`config.mk`:
```
export PLATFORM = sky130hd
export DESIGN_NAME = wb_stage_regfile_flat
export DESIGN_NICKNAME = d
export VERILOG_FILES = /design/src/rtl/wb_stage_regfile_pkg.sv /design/src/rtl/wb_stage_regfile_if.sv /design/src/rtl/wb_stage_regfile_regfile_2r1w.sv /design/src/rtl/wb_stage_regfile.sv /design/src/flat_wrapper.sv
export SDC_FILE = /design/constraint.sdc
export NUM_CORES = 2
export LEC_CHECK = 0
export BUFFER_PORTS_ARGS = -buffer_cell sky130_fd_sc_hd__buf_2
export CAP_MARGIN = 0
export CORE_ASPECT_RATIO = 1.2
export CORE_MARGIN = 2
export CORE_UTILIZATION = 30
export DETAILED_ROUTE_END_ITERATION = 16
export GPL_ROUTABILITY_DRIVEN = 0
export PLACE_DENSITY = 0.48
export SLEW_MARGIN = 20
export SYNTH_ARGS = -nofsm -noshare
export SYNTH_HDL_FRONTEND = slang
export SYNTH_SLANG_ARGS = --single-unit
```
`constraint.sdc`:
```
create_clock -name clk -period 3.2 [get_ports clk]
set_input_delay 0.64 -clock clk [delete_from_list [all_inputs] [get_ports clk]]
set_output_delay 0.64 -clock clk [all_outputs]
set_load 0.05 [all_outputs]
```
`src/rtl/wb_stage_regfile_pkg.sv`:
```
// Shared definitions for the writeback stage and its register file:
// default widths, register-file geometry, writeback-select encoding and
// the select-priority helper.
package wb_stage_regfile_pkg;

    localparam int unsigned DATA_W_DFLT    = 32;
    localparam int unsigned INSTRET_W_DFLT = 64;
    localparam int unsigned REG_NUM        = 32;
    localparam int unsigned ADDR_W         = 5;

    localparam logic [ADDR_W-1:0] X0 = 5'd0;

    // Writeback source selection
    typedef enum logic [2:0] {
        SEL_LINK  = 3'd0,   // PC+4 for jal/jalr
        SEL_LUI   = 3'd1,   // immediate
        SEL_AUIPC = 3'd2,   // PC+imm
        SEL_LOAD  = 3'd3,   // load data
        SEL_ALU   = 3'd4    // ALU result
    } wb_sel_e;

    // MEM/WB control bundle
    typedef struct packed {
        logic jal;
        logic jalr;
        logic lui;
        logic u_type;
        logic mem_to_reg;
        logic reg_write;
        logic valid;
    } wb_ctrl_t;

    // Fixed-priority source select; overlapping controls resolve silently.
    function automatic wb_sel_e wb_sel_f(input wb_ctrl_t c);
        wb_sel_e sel;
        if (c.jal || c.jalr)   sel = SEL_LINK;
        else if (c.lui)        sel = SEL_LUI;
        else if (c.u_type)     sel = SEL_AUIPC;
        else if (c.mem_to_reg) sel = SEL_LOAD;
        else                   sel = SEL_ALU;
        return sel;
    endfunction

endpackage

```
`src/rtl/wb_stage_regfile_if.sv`:
```
// MEM/WB-to-writeback bus plus the ID read ports and forwarding outputs.
// master: pipeline side (drives MEM/WB fields and read addresses)
// slave : writeback stage (drives read data, wb result, instret)
interface wb_stage_regfile_if
    import wb_stage_regfile_pkg::*;
#(
    parameter int unsigned DATA_W    = DATA_W_DFLT,
    parameter int unsigned INSTRET_W = INSTRET_W_DFLT
);
    logic [DATA_W-1:0]    ALU_result_wb_i;
    logic [DATA_W-1:0]    pc_jump_wb_i;
    logic [DATA_W-1:0]    loaddata_wb_i;
    logic [DATA_W-1:0]    imme_wb_i;
    logic [DATA_W-1:0]    pc_order_wb_i;
    logic [ADDR_W-1:0]    Rd_wb_i;
    logic                 jal_wb_i;
    logic                 jalr_wb_i;
    logic                 lui_wb_i;
    logic                 U_type_wb_i;
    logic                 MemtoReg_wb_i;
    logic                 RegWrite_wb_i;
    logic                 valid_wb_i;
    logic [ADDR_W-1:0]    rs1_addr_i;
    logic [ADDR_W-1:0]    rs2_addr_i;
    logic [DATA_W-1:0]    rs1_data_o;
    logic [DATA_W-1:0]    rs2_data_o;
    logic [DATA_W-1:0]    wb_data_o;
    logic [ADDR_W-1:0]    wb_rd_o;
    logic                 wb_we_o;
    logic [INSTRET_W-1:0] instret_o;

    modport master (
        output ALU_result_wb_i, pc_jump_wb_i, loaddata_wb_i, imme_wb_i,
               pc_order_wb_i, Rd_wb_i, jal_wb_i, jalr_wb_i, lui_wb_i,
               U_type_wb_i, MemtoReg_wb_i, RegWrite_wb_i, valid_wb_i,
               rs1_addr_i, rs2_addr_i,
        input  rs1_data_o, rs2_data_o, wb_data_o, wb_rd_o, wb_we_o, instret_o
    );

    modport slave (
        input  ALU_result_wb_i, pc_jump_wb_i, loaddata_wb_i, imme_wb_i,
               pc_order_wb_i, Rd_wb_i, jal_wb_i, jalr_wb_i, lui_wb_i,
               U_type_wb_i, MemtoReg_wb_i, RegWrite_wb_i, valid_wb_i,
               rs1_addr_i, rs2_addr_i,
        output rs1_data_o, rs2_data_o, wb_data_o, wb_rd_o, wb_we_o, instret_o
    );

endinterface

```
`src/rtl/wb_stage_regfile_regfile_2r1w.sv`:
```
// 31-word integer register file (x1..x31), one write port, two
// combinational read ports with x0-as-zero and write-through bypass.
// Ports: clk, rst (async active-low), we_i/waddr_i/wdata_i write port,
//        raddr1_i/raddr2_i read addresses, rdata1_o/rdata2_o read data.
module regfile_2r1w
    import wb_stage_regfile_pkg::*;
#(
    parameter int unsigned DATA_W = DATA_W_DFLT
) (
    input  logic              clk,
    input  logic              rst,
    input  logic              we_i,
    input  logic [ADDR_W-1:0] waddr_i,
    input  logic [DATA_W-1:0] wdata_i,
    input  logic [ADDR_W-1:0] raddr1_i,
    input  logic [ADDR_W-1:0] raddr2_i,
    output logic [DATA_W-1:0] rdata1_o,
    output logic [DATA_W-1:0] rdata2_o
);

    // x0 has no storage; we_i is never asserted for address 0
    logic [DATA_W-1:0] regs_q [1:REG_NUM-1];

    // Storage update
    always_ff @(posedge clk or negedge rst) begin
        if (!rst) begin
            for (int unsigned i = 1; i < REG_NUM; i++) begin
                regs_q[i] <= '0;
            end
        end else if (we_i) begin
            regs_q[waddr_i] <= wdata_i;
        end
    end

    // Read port 1: zero, bypass, then array
    always_comb begin
        rdata1_o = '0;
        if (raddr1_i == X0)                        rdata1_o = '0;
        else if (we_i && (raddr1_i == waddr_i))    rdata1_o = wdata_i;
        else                                       rdata1_o = regs_q[raddr1_i];
    end

    // Read port 2: zero, bypass, then array
    always_comb begin
        rdata2_o = '0;
        if (raddr2_i == X0)                        rdata2_o = '0;
        else if (we_i && (raddr2_i == waddr_i))    rdata2_o = wdata_i;
        else                                       rdata2_o = regs_q[raddr2_i];
    end

endmodule

```
`src/rtl/wb_stage_regfile.sv`:
```
// RV32I writeback stage: selects the writeback value, gates the register
// write, hosts the architectural register file and the retired-instruction
// counter.
// Ports: clk, rst (async active-low), bus (slave modport) carrying the
//        MEM/WB fields, ID read ports, wb_data/wb_rd/wb_we forwarding
//        outputs and the registered instret count.
module wb_stage_regfile
    import wb_stage_regfile_pkg::*;
#(
    parameter int unsigned DATA_W    = DATA_W_DFLT,
    parameter int unsigned INSTRET_W = INSTRET_W_DFLT
) (
    input  logic                clk,
    input  logic                rst,
    wb_stage_regfile_if.slave   bus
);

    wb_ctrl_t             ctrl_c;
    wb_sel_e              sel_c;
    logic [DATA_W-1:0]    wb_data_c;
    logic                 wb_we_c;
    logic [INSTRET_W-1:0] instret_q;
    logic [INSTRET_W-1:0] instret_d;

    assign ctrl_c = '{
        jal:        bus.jal_wb_i,
        jalr:       bus.jalr_wb_i,
        lui:        bus.lui_wb_i,
        u_type:     bus.U_type_wb_i,
        mem_to_reg: bus.MemtoReg_wb_i,
        reg_write:  bus.RegWrite_wb_i,
        valid:      bus.valid_wb_i
    };

    assign sel_c = wb_sel_f(ctrl_c);

    // Writeback value mux
    always_comb begin
        wb_data_c = bus.ALU_result_wb_i;
        case (sel_c)
            SEL_LINK:  wb_data_c = bus.pc_order_wb_i;
            SEL_LUI:   wb_data_c = bus.imme_wb_i;
            SEL_AUIPC: wb_data_c = bus.pc_jump_wb_i;
            SEL_LOAD:  wb_data_c = bus.loaddata_wb_i;
            SEL_ALU:   wb_data_c = bus.ALU_result_wb_i;
            default:   wb_data_c = bus.ALU_result_wb_i;
        endcase
    end

    // Bubbles and x0 targets never write
    assign wb_we_c = ctrl_c.reg_write & ctrl_c.valid & (bus.Rd_wb_i != X0);

    // Every valid instruction retires, including stores and branches
    always_comb begin
        instret_d = instret_q;
        if (ctrl_c.valid) instret_d = instret_q + INSTRET_W'(1);
    end

    always_ff @(posedge clk or negedge rst) begin
        if (!rst) instret_q <= '0;
        else      instret_q <= instret_d;
    end

    regfile_2r1w #(
        .DATA_W (DATA_W)
    ) u_regfile (
        .clk      (clk),
        .rst      (rst),
        .we_i     (wb_we_c),
        .waddr_i  (bus.Rd_wb_i),
        .wdata_i  (wb_data_c),
        .raddr1_i (bus.rs1_addr_i),
        .raddr2_i (bus.rs2_addr_i),
        .rdata1_o (bus.rs1_data_o),
        .rdata2_o (bus.rs2_data_o)
    );

    assign bus.wb_data_o = wb_data_c;
    assign bus.wb_rd_o   = bus.Rd_wb_i;
    assign bus.wb_we_o   = wb_we_c;
    assign bus.instret_o = instret_q;

endmodule

```
`src/flat_wrapper.sv`:
```
// flat-port wrapper written by rule: the top's interface ports become plain ports
module wb_stage_regfile_flat import wb_stage_regfile_pkg::*;
#(
    parameter int unsigned DATA_W    = DATA_W_DFLT,
    parameter int unsigned INSTRET_W = INSTRET_W_DFLT
)
  (clk, rst, bus_ALU_result_wb_i, bus_pc_jump_wb_i, bus_loaddata_wb_i, bus_imme_wb_i, bus_pc_order_wb_i, bus_Rd_wb_i, bus_jal_wb_i, bus_jalr_wb_i, bus_lui_wb_i, bus_U_type_wb_i, bus_MemtoReg_wb_i, bus_RegWrite_wb_i, bus_valid_wb_i, bus_rs1_addr_i, bus_rs2_addr_i, bus_rs1_data_o, bus_rs2_data_o, bus_wb_data_o, bus_wb_rd_o, bus_wb_we_o, bus_instret_o);
  wb_stage_regfile_if #(.DATA_W(DATA_W), .INSTRET_W(INSTRET_W)) bus_i ();
  input  logic clk;
  input  logic rst;
  input wire logic [$bits(bus_i.ALU_result_wb_i)-1:0] bus_ALU_result_wb_i;
  input wire logic [$bits(bus_i.pc_jump_wb_i)-1:0] bus_pc_jump_wb_i;
  input wire logic [$bits(bus_i.loaddata_wb_i)-1:0] bus_loaddata_wb_i;
  input wire logic [$bits(bus_i.imme_wb_i)-1:0] bus_imme_wb_i;
  input wire logic [$bits(bus_i.pc_order_wb_i)-1:0] bus_pc_order_wb_i;
  input wire logic [$bits(bus_i.Rd_wb_i)-1:0] bus_Rd_wb_i;
  input wire logic [$bits(bus_i.jal_wb_i)-1:0] bus_jal_wb_i;
  input wire logic [$bits(bus_i.jalr_wb_i)-1:0] bus_jalr_wb_i;
  input wire logic [$bits(bus_i.lui_wb_i)-1:0] bus_lui_wb_i;
  input wire logic [$bits(bus_i.U_type_wb_i)-1:0] bus_U_type_wb_i;
  input wire logic [$bits(bus_i.MemtoReg_wb_i)-1:0] bus_MemtoReg_wb_i;
  input wire logic [$bits(bus_i.RegWrite_wb_i)-1:0] bus_RegWrite_wb_i;
  input wire logic [$bits(bus_i.valid_wb_i)-1:0] bus_valid_wb_i;
  input wire logic [$bits(bus_i.rs1_addr_i)-1:0] bus_rs1_addr_i;
  input wire logic [$bits(bus_i.rs2_addr_i)-1:0] bus_rs2_addr_i;
  output wire logic [$bits(bus_i.rs1_data_o)-1:0] bus_rs1_data_o;
  output wire logic [$bits(bus_i.rs2_data_o)-1:0] bus_rs2_data_o;
  output wire logic [$bits(bus_i.wb_data_o)-1:0] bus_wb_data_o;
  output wire logic [$bits(bus_i.wb_rd_o)-1:0] bus_wb_rd_o;
  output wire logic [$bits(bus_i.wb_we_o)-1:0] bus_wb_we_o;
  output wire logic [$bits(bus_i.instret_o)-1:0] bus_instret_o;
  assign bus_i.ALU_result_wb_i = bus_ALU_result_wb_i;
  assign bus_i.pc_jump_wb_i = bus_pc_jump_wb_i;
  assign bus_i.loaddata_wb_i = bus_loaddata_wb_i;
  assign bus_i.imme_wb_i = bus_imme_wb_i;
  assign bus_i.pc_order_wb_i = bus_pc_order_wb_i;
  assign bus_i.Rd_wb_i = bus_Rd_wb_i;
  assign bus_i.jal_wb_i = bus_jal_wb_i;
  assign bus_i.jalr_wb_i = bus_jalr_wb_i;
  assign bus_i.lui_wb_i = bus_lui_wb_i;
  assign bus_i.U_type_wb_i = bus_U_type_wb_i;
  assign bus_i.MemtoReg_wb_i = bus_MemtoReg_wb_i;
  assign bus_i.RegWrite_wb_i = bus_RegWrite_wb_i;
  assign bus_i.valid_wb_i = bus_valid_wb_i;
  assign bus_i.rs1_addr_i = bus_rs1_addr_i;
  assign bus_i.rs2_addr_i = bus_rs2_addr_i;
  assign bus_rs1_data_o = bus_i.rs1_data_o;
  assign bus_rs2_data_o = bus_i.rs2_data_o;
  assign bus_wb_data_o = bus_i.wb_data_o;
  assign bus_wb_rd_o = bus_i.wb_rd_o;
  assign bus_wb_we_o = bus_i.wb_we_o;
  assign bus_instret_o = bus_i.instret_o;
  wb_stage_regfile #(.DATA_W(DATA_W), .INSTRET_W(INSTRET_W)) u_core (.clk(clk), .rst(rst), .bus(bus_i));
endmodule
```
# Yosys cells after proc, flatten, opt, wreduce, memory -nomap -nowiden
# Index checks and enable logic that the tools add are counted.
# classes
order_cmp,4
n_mux,18
n_eq_ne,5
addsub,1
reduce_logical,8
n_bitwise,5
# op_table
operator,n
$bwmux 992,1
$bmux 32 s5,2
$mux 32,9
$demux 32 s5,1
$pmux 32 s4,1
$add 64x1->64 const B,1
$ge 6x6->1 const B,3
$not 5->6,3
$mux 3,4
$eq 5x5->1,2
$logic_not 5->1,2
$eq 3x2->1 const B,2
$lt 6x1->1 const B,1
$reduce_bool 5->1,1
$eq 3x1->1 const B,1
$logic_and 1x1->1,3
$logic_not 3->1,1
$and 1x1->1,2
$logic_or 1x1->1,1
# totals
word_cells,73
reg_bits,1056

# Depth between registers and ports, before layout
# depth
depth_word,8
mapped_depth,10

# Cells and area by module
# From an unflattened synthesis, not the netlist that was laid out.
# hier_totals
hier_cells,4057
area_unflattened_um2,57545.2
# by_module_without_submodules
mod,seq_area_each_um2,cells_per_inst,n_inst,area_each_um2
regfile_2r1w,24823.8,3584,1,53445.0
wb_stage_regfile,1601.5,473,1,4100.2

# Least setup slack after synthesis
# No wires, ideal clock.
# synth_timing
kind,input-to-output
from,input port bus_rs1_addr_i[0]
to,output port bus_rs1_data_o[8]
required_time_ns,2.560
cell_stages,8
slack_ns,-0.768
path_buffers,6
arrival_ns,3.328
path_cell_list,clkbuf_1 buf_2 buf_4 buf_4 buf_2 clkbuf_1 a211oi_1 o32ai_1
# synth_between
elab_chain_len,6
elab_cells_between_ends,9
classes_between,eq/ne: 1; mux: 5; bitwise: 1; reduce/logical: 2
# synth_rtl
element,line_no,text
from (decl),flat_wrapper.sv:24,input wire logic [$bits(bus_i.rs1_addr_i)-1:0] bus_rs1_addr_i;
$not 5->6 (not written as such),wb_stage_regfile_regfile_2r1w.sv:40,else rdata1_o = regs_q[raddr1_i];
$bmux 32 s5,wb_stage_regfile_regfile_2r1w.sv:40,
$mux 32 (not written as such) (2 in series),wb_stage_regfile_regfile_2r1w.sv:40,
$mux 32,wb_stage_regfile_regfile_2r1w.sv:39,else if (we_i && (raddr1_i == waddr_i)) rdata1_o = wdata_i;
$mux 32 *,wb_stage_regfile_regfile_2r1w.sv:38,if (raddr1_i == X0) rdata1_o = '0;
to (decl),flat_wrapper.sv:26,output wire logic [$bits(bus_i.rs1_data_o)-1:0] bus_rs1_data_o;
# Mark *: on every way between the ends. The rest lies on a longest branch, timed or not. The select of a mux whose other input is x is not followed.

# Final worst setup path
# layout_timing
from,input port bus_Rd_wb_i[3]
to,output port bus_rs2_data_o[9]
# layout_between
elab_chain_len,5
elab_cells_between_ends,6
classes_between,eq/ne: 1; mux: 2; bitwise: 1; reduce/logical: 2
# layout_rtl
element,line_no,text
from (decl),flat_wrapper.sv:16,input wire logic [$bits(bus_i.Rd_wb_i)-1:0] bus_Rd_wb_i;
$reduce_bool 5->1,wb_stage_regfile.sv:51,assign wb_we_c = ctrl_c.reg_write & ctrl_c.valid & (bus.Rd_wb_i != X0);
$and 1x1->1,wb_stage_regfile.sv:51,
$logic_and 1x1->1 *,wb_stage_regfile_regfile_2r1w.sv:47,else if (we_i && (raddr2_i == waddr_i)) rdata2_o = wdata_i;
$mux 32 *,wb_stage_regfile_regfile_2r1w.sv:47,
$mux 32 *,wb_stage_regfile_regfile_2r1w.sv:46,if (raddr2_i == X0) rdata2_o = '0;
to (decl),flat_wrapper.sv:27,output wire logic [$bits(bus_i.rs2_data_o)-1:0] bus_rs2_data_o;
# Mark *: on every way between the ends. The rest lies on a longest branch, timed or not.

==> metrics.md <==
| Metric | Value |
|---|---|
| Worst path buffer plus inverter count | `7` |
| R2r setup slk | `880 ps` |
| Layout fillers | `18,000` |
| Area Growth Syn to Fin | `35.49%` |
| DRC Markers | `0` |
| WHS | `347.0 ps` |
| Total track usage | `0.2625` |
| Final HPWL DP | `approximately 170 mm` |
| Die W | `between 300 and 400 microns` |
| H-tree depth | `3` |
| Synthesized instance count | `~5,500` |
| Most used cell, CP | `buf_12` |
| CP startpoint | `bus_Rd_wb_i[3]` |
| Syn nets | `between 5,000 and 6,000` |
| Antenna viol nets, final | `0` |
| Placement row count | `roughly 170` |
| Switching pwr | `~13,000 uW` |
| WS Path Type | `primary input to output pin` |
| Worst hold start | `bus_ALU_result_wb_i[29]` |
| WL/cell | `between 20 and 30 microns` |
| Sequential share of power | `0.412` |
| Cell taking the most area after synthesis | `dfrtp_1` |
| Top FF cell, synth | `dfrtp_1` |
| I/O pin cnt | `350` |
| Share of layout cells above drive strength 1 | `0.3512` |
| Least-Margin Pin Slew | `a little under 700 ps` |
| CTS Sinks | `between 1,000 and 1,500` |
| Hold Violations, Final | `0` |
| Final net count | `between 6,000 and 7,000` |
| CP Capture Type | `output pin` |
| Starting Density | `0.3013` |
| Synth cell count leaders | `1,056 x dfrtp_1, 1,052 x nand2_1, 881 x o21ai_0` |
| Status | `finished, violations left` |
| Slowest CP cell | `or3_4` |
| TritonRoute pass-1 iters | `6` |
| Ant diodes | `0` |
| Net Sw Frac | `0.3167` |
| Vias | `slightly below 50,000` |
| Die area | `between 150,000 and 200,000 sq um` |
| Post-synth ARST share | `1.000` |
| Max-slew headroom | `0.5452` |
| Largest cells by area after synthesis | `dfrtp_1 47%, mux4_2 14%, o21ai_0 7.8%` |
| Critical path's top delay family | `buffers and inverters` |
| Worst EP arrival | `approximately 2900 ps` |
| Internal power | `between 20,000 and 30,000 uW` |
| Sequential cell area fraction in the yosys report | `0.4690` |
| Largest net degree at the start of global routing | `81` |
| Failing checks | `setup timing` |
| Leakage | `~0.033 uW` |
| Reg clk slew, reported paths | `roughly 60 ps` |
| CTS root buffer | `clkbuf_16` |
| Final worst path period share | `1.096` |
| CTS Buffer Depth | `3` |
| First-pass GRT wire length | `364.2 mm` |
| Fin crit period | `between 3000 and 4000 ps` |
| Clk pwr share | `0.346` |
| Synthesized area | `about 56,000 sq um` |
| Pins Over Slew Limit | `0` |
| Vias in the first global route | `slightly below 50,000` |
| PortBufs | `between 300 and 400` |
| Area share of the largest cell type after synthesis | `0.4690` |
| Non-filler instance count after layout | `about 8,800` |
| Drt first-iter violations | `4,374` |
| Max Clock Freq | `~290 MHz` |
| Synthesized flop and latch total | `between 1,000 and 1,500` |
| Reg2reg start | `u_core.bus.instret_o[22]` |
| Final worst slack | `-305.9 ps` |
| Placed Cells | `between 8,000 and 9,000` |
| Vias/cell | `between 5 and 6` |
| Die Span Y | `around 480 microns` |
| Worst skew pair latency | `~820 ps` |
| RSZ-0062 raised after global routing | `true` |
| Worst Skew | `~43 ps` |
| GRT Residual Overflow | `0` |
| Critical Path Source Type | `primary input` |
| Most common cell in the synthesized netlist | `dfrtp_1` |
| Synth cell types | `65` |
| TritonCTS clock tree | `yes` |
| Synth Area per Inst | `between 10 and 15 sq um` |
| Critical Path Max Stage Delay | `roughly 440 ps` |
| # Max-Cap Violations | `0` |
| Initial antenna violation count | `5` |
| CTS Buf Count | `120` |
| VDD IR max | `between 0.0004 and 0.0005 V` |
| Core outline area | `187,000 sq um` |
| Warnings, synthesis | `0` |
| Critical Path, Cell by Cell | `buf_6 -> or3_4 -> o211ai_1 -> buf_4 -> inv_4 -> and4_4 -> buf_12 -> buf_12 -> a22oi_2 -> buf_4 -> buf_12` |
| Critical path required time | `2560 ps` |
| Worst-path maximum fanout | `5` |
| WL final | `between 200 and 300 mm` |
| Comb power frac | `0.243` |
| Hold/Removal Path Class | `primary input to flip-flop` |
| Post-synth EDFFs | `0` |
| Final setup viols | `68` |
| Pwr dens | `530.0 nW/um^2` |
routing by layer:
metal / share of wire / wire [microns] / track usage
met1: 0.43 / 108300 / 0.3601
met2: 0.45 / 114100 / 0.4025
met3: 0.070 / 17760 / 0.04557
met4: 0.050 / 12630 / 0.1223
met5: 0.000087 / 22 / 0
registers in the layout (all words and copies together), names as in the netlist:
signal / count
u_core.u_regfile.regs_q: 992
u_core.bus.instret_o: 64
kinds of logic (layout without fill, tap and decap cells):
logic type,count (synthesis),count (layout),share of synthesized area
AND/OR/NAND/NOR,1555,1555,0.1150
AO/OA/AOI/OAI,1497,1497,0.1616
flip-flops,1056,1056,0.4690
multiplexers,646,646,0.1966
buffers and inverters,624,1511,0.04617
XOR/XNOR,73,73,0.01135
adder cells (fa/ha/maj),1,1,0.0002220
cells in the final DEF, fill, tap and decap left out, drive strengths merged, types with 9 or more instances in the layout:
cell       n
buf     1208
dfrtp   1056
nand2   1052
o21ai    942
mux4     358
nor2     220
clkbuf   184
mux2i    182
a21oi    120
mux2     106
o22ai     85
inv       73
a221oi    62
o221ai    60
nand3     55
nor3      54
a221o     46
xor2      39
nor2b     38
nor4      36
xnor2     34
a211oi    32
clkinv    30
o211ai    28
a22oi     26
nand4     22
nand3b    18
o22a      18
and2      15
a211o     13
nand2b    12
a31oi     10
o32ai      9
a22o       9
o21a       9
metrics by stage:
stage / area (sq um) / setup slack [ps] / setup TNS, ps / total power, uW / util
global route: 76340 / -357.7 / -12480 / 42150 / 0.4082
CTS: 75220 / -302.1 / -7216 / 40360 / 0.4022
floorplan: 57360 / -190.9 / -1514 / 21740 / -
detailed placement: 68400 / -767.6 / -25360 / 25820 / 0.3657
global placement: 68400 / -763.7 / -25420 / 25620 / 0.3657
finish: 76340 / -305.9 / -9194 / 40460 / 0.4082
area by class of cell:
type / count / area, sq um / share of cell area
Multi-Input combinational cell: 3772 / 29860 / 0.3912
Sequential cell: 1056 / 26430 / 0.3462
Timing Repair Buffer: 1219 / 12720 / 0.1666
Clock buffer: 180 / 3488 / 0.04570
Tap cell: 2464 / 3083 / 0.04039
Clock inverter: 39 / 442.9 / 0.005802
Inverter: 73 / 317.8 / 0.004163
worst paths after layout:
path | end | depth (start not counted)
worst max-delay path | bus_rs2_data_o[9] | 11
worst min-delay path | u_core.u_regfile.regs_q[829] | 4
worst max register to register | u_core.bus.instret_o[52] | 6
worst min register to register | u_core.bus.instret_o[63] | 1
max in group asynchronous | u_core.u_regfile.regs_q[682] | 4
min in group asynchronous | u_core.bus.instret_o[47] | 2
power groups by stage:
stage	clock network (uW)	logic [uW]	registers [uW]
floorplan	0	5250	16500
global placement	0	8870	16700
detailed placement	0	8990	16800
CTS	14200	9560	16600
global route	14800	10500	16900
finish	14000	9820	16700
worst register-to-register path: stages, from the launching register on:
cell and delay, ps:
dfrtp_1 430, and4_1 330, nand4_1 120, buf_4 190, or4_1 620, nor4_1 370
xor2_1 170
what timing repair did:
item,4_1_cts,5_1_grt
pin swaps,109,73
setup buffers,101,54
hold buffers,1,0
resized for setup,336,171
endpoints found under the hold margin,30,0
setup endpoints to repair,84,76
cloned,16,2
Note: power is estimated with default switching activity, not from simulation.
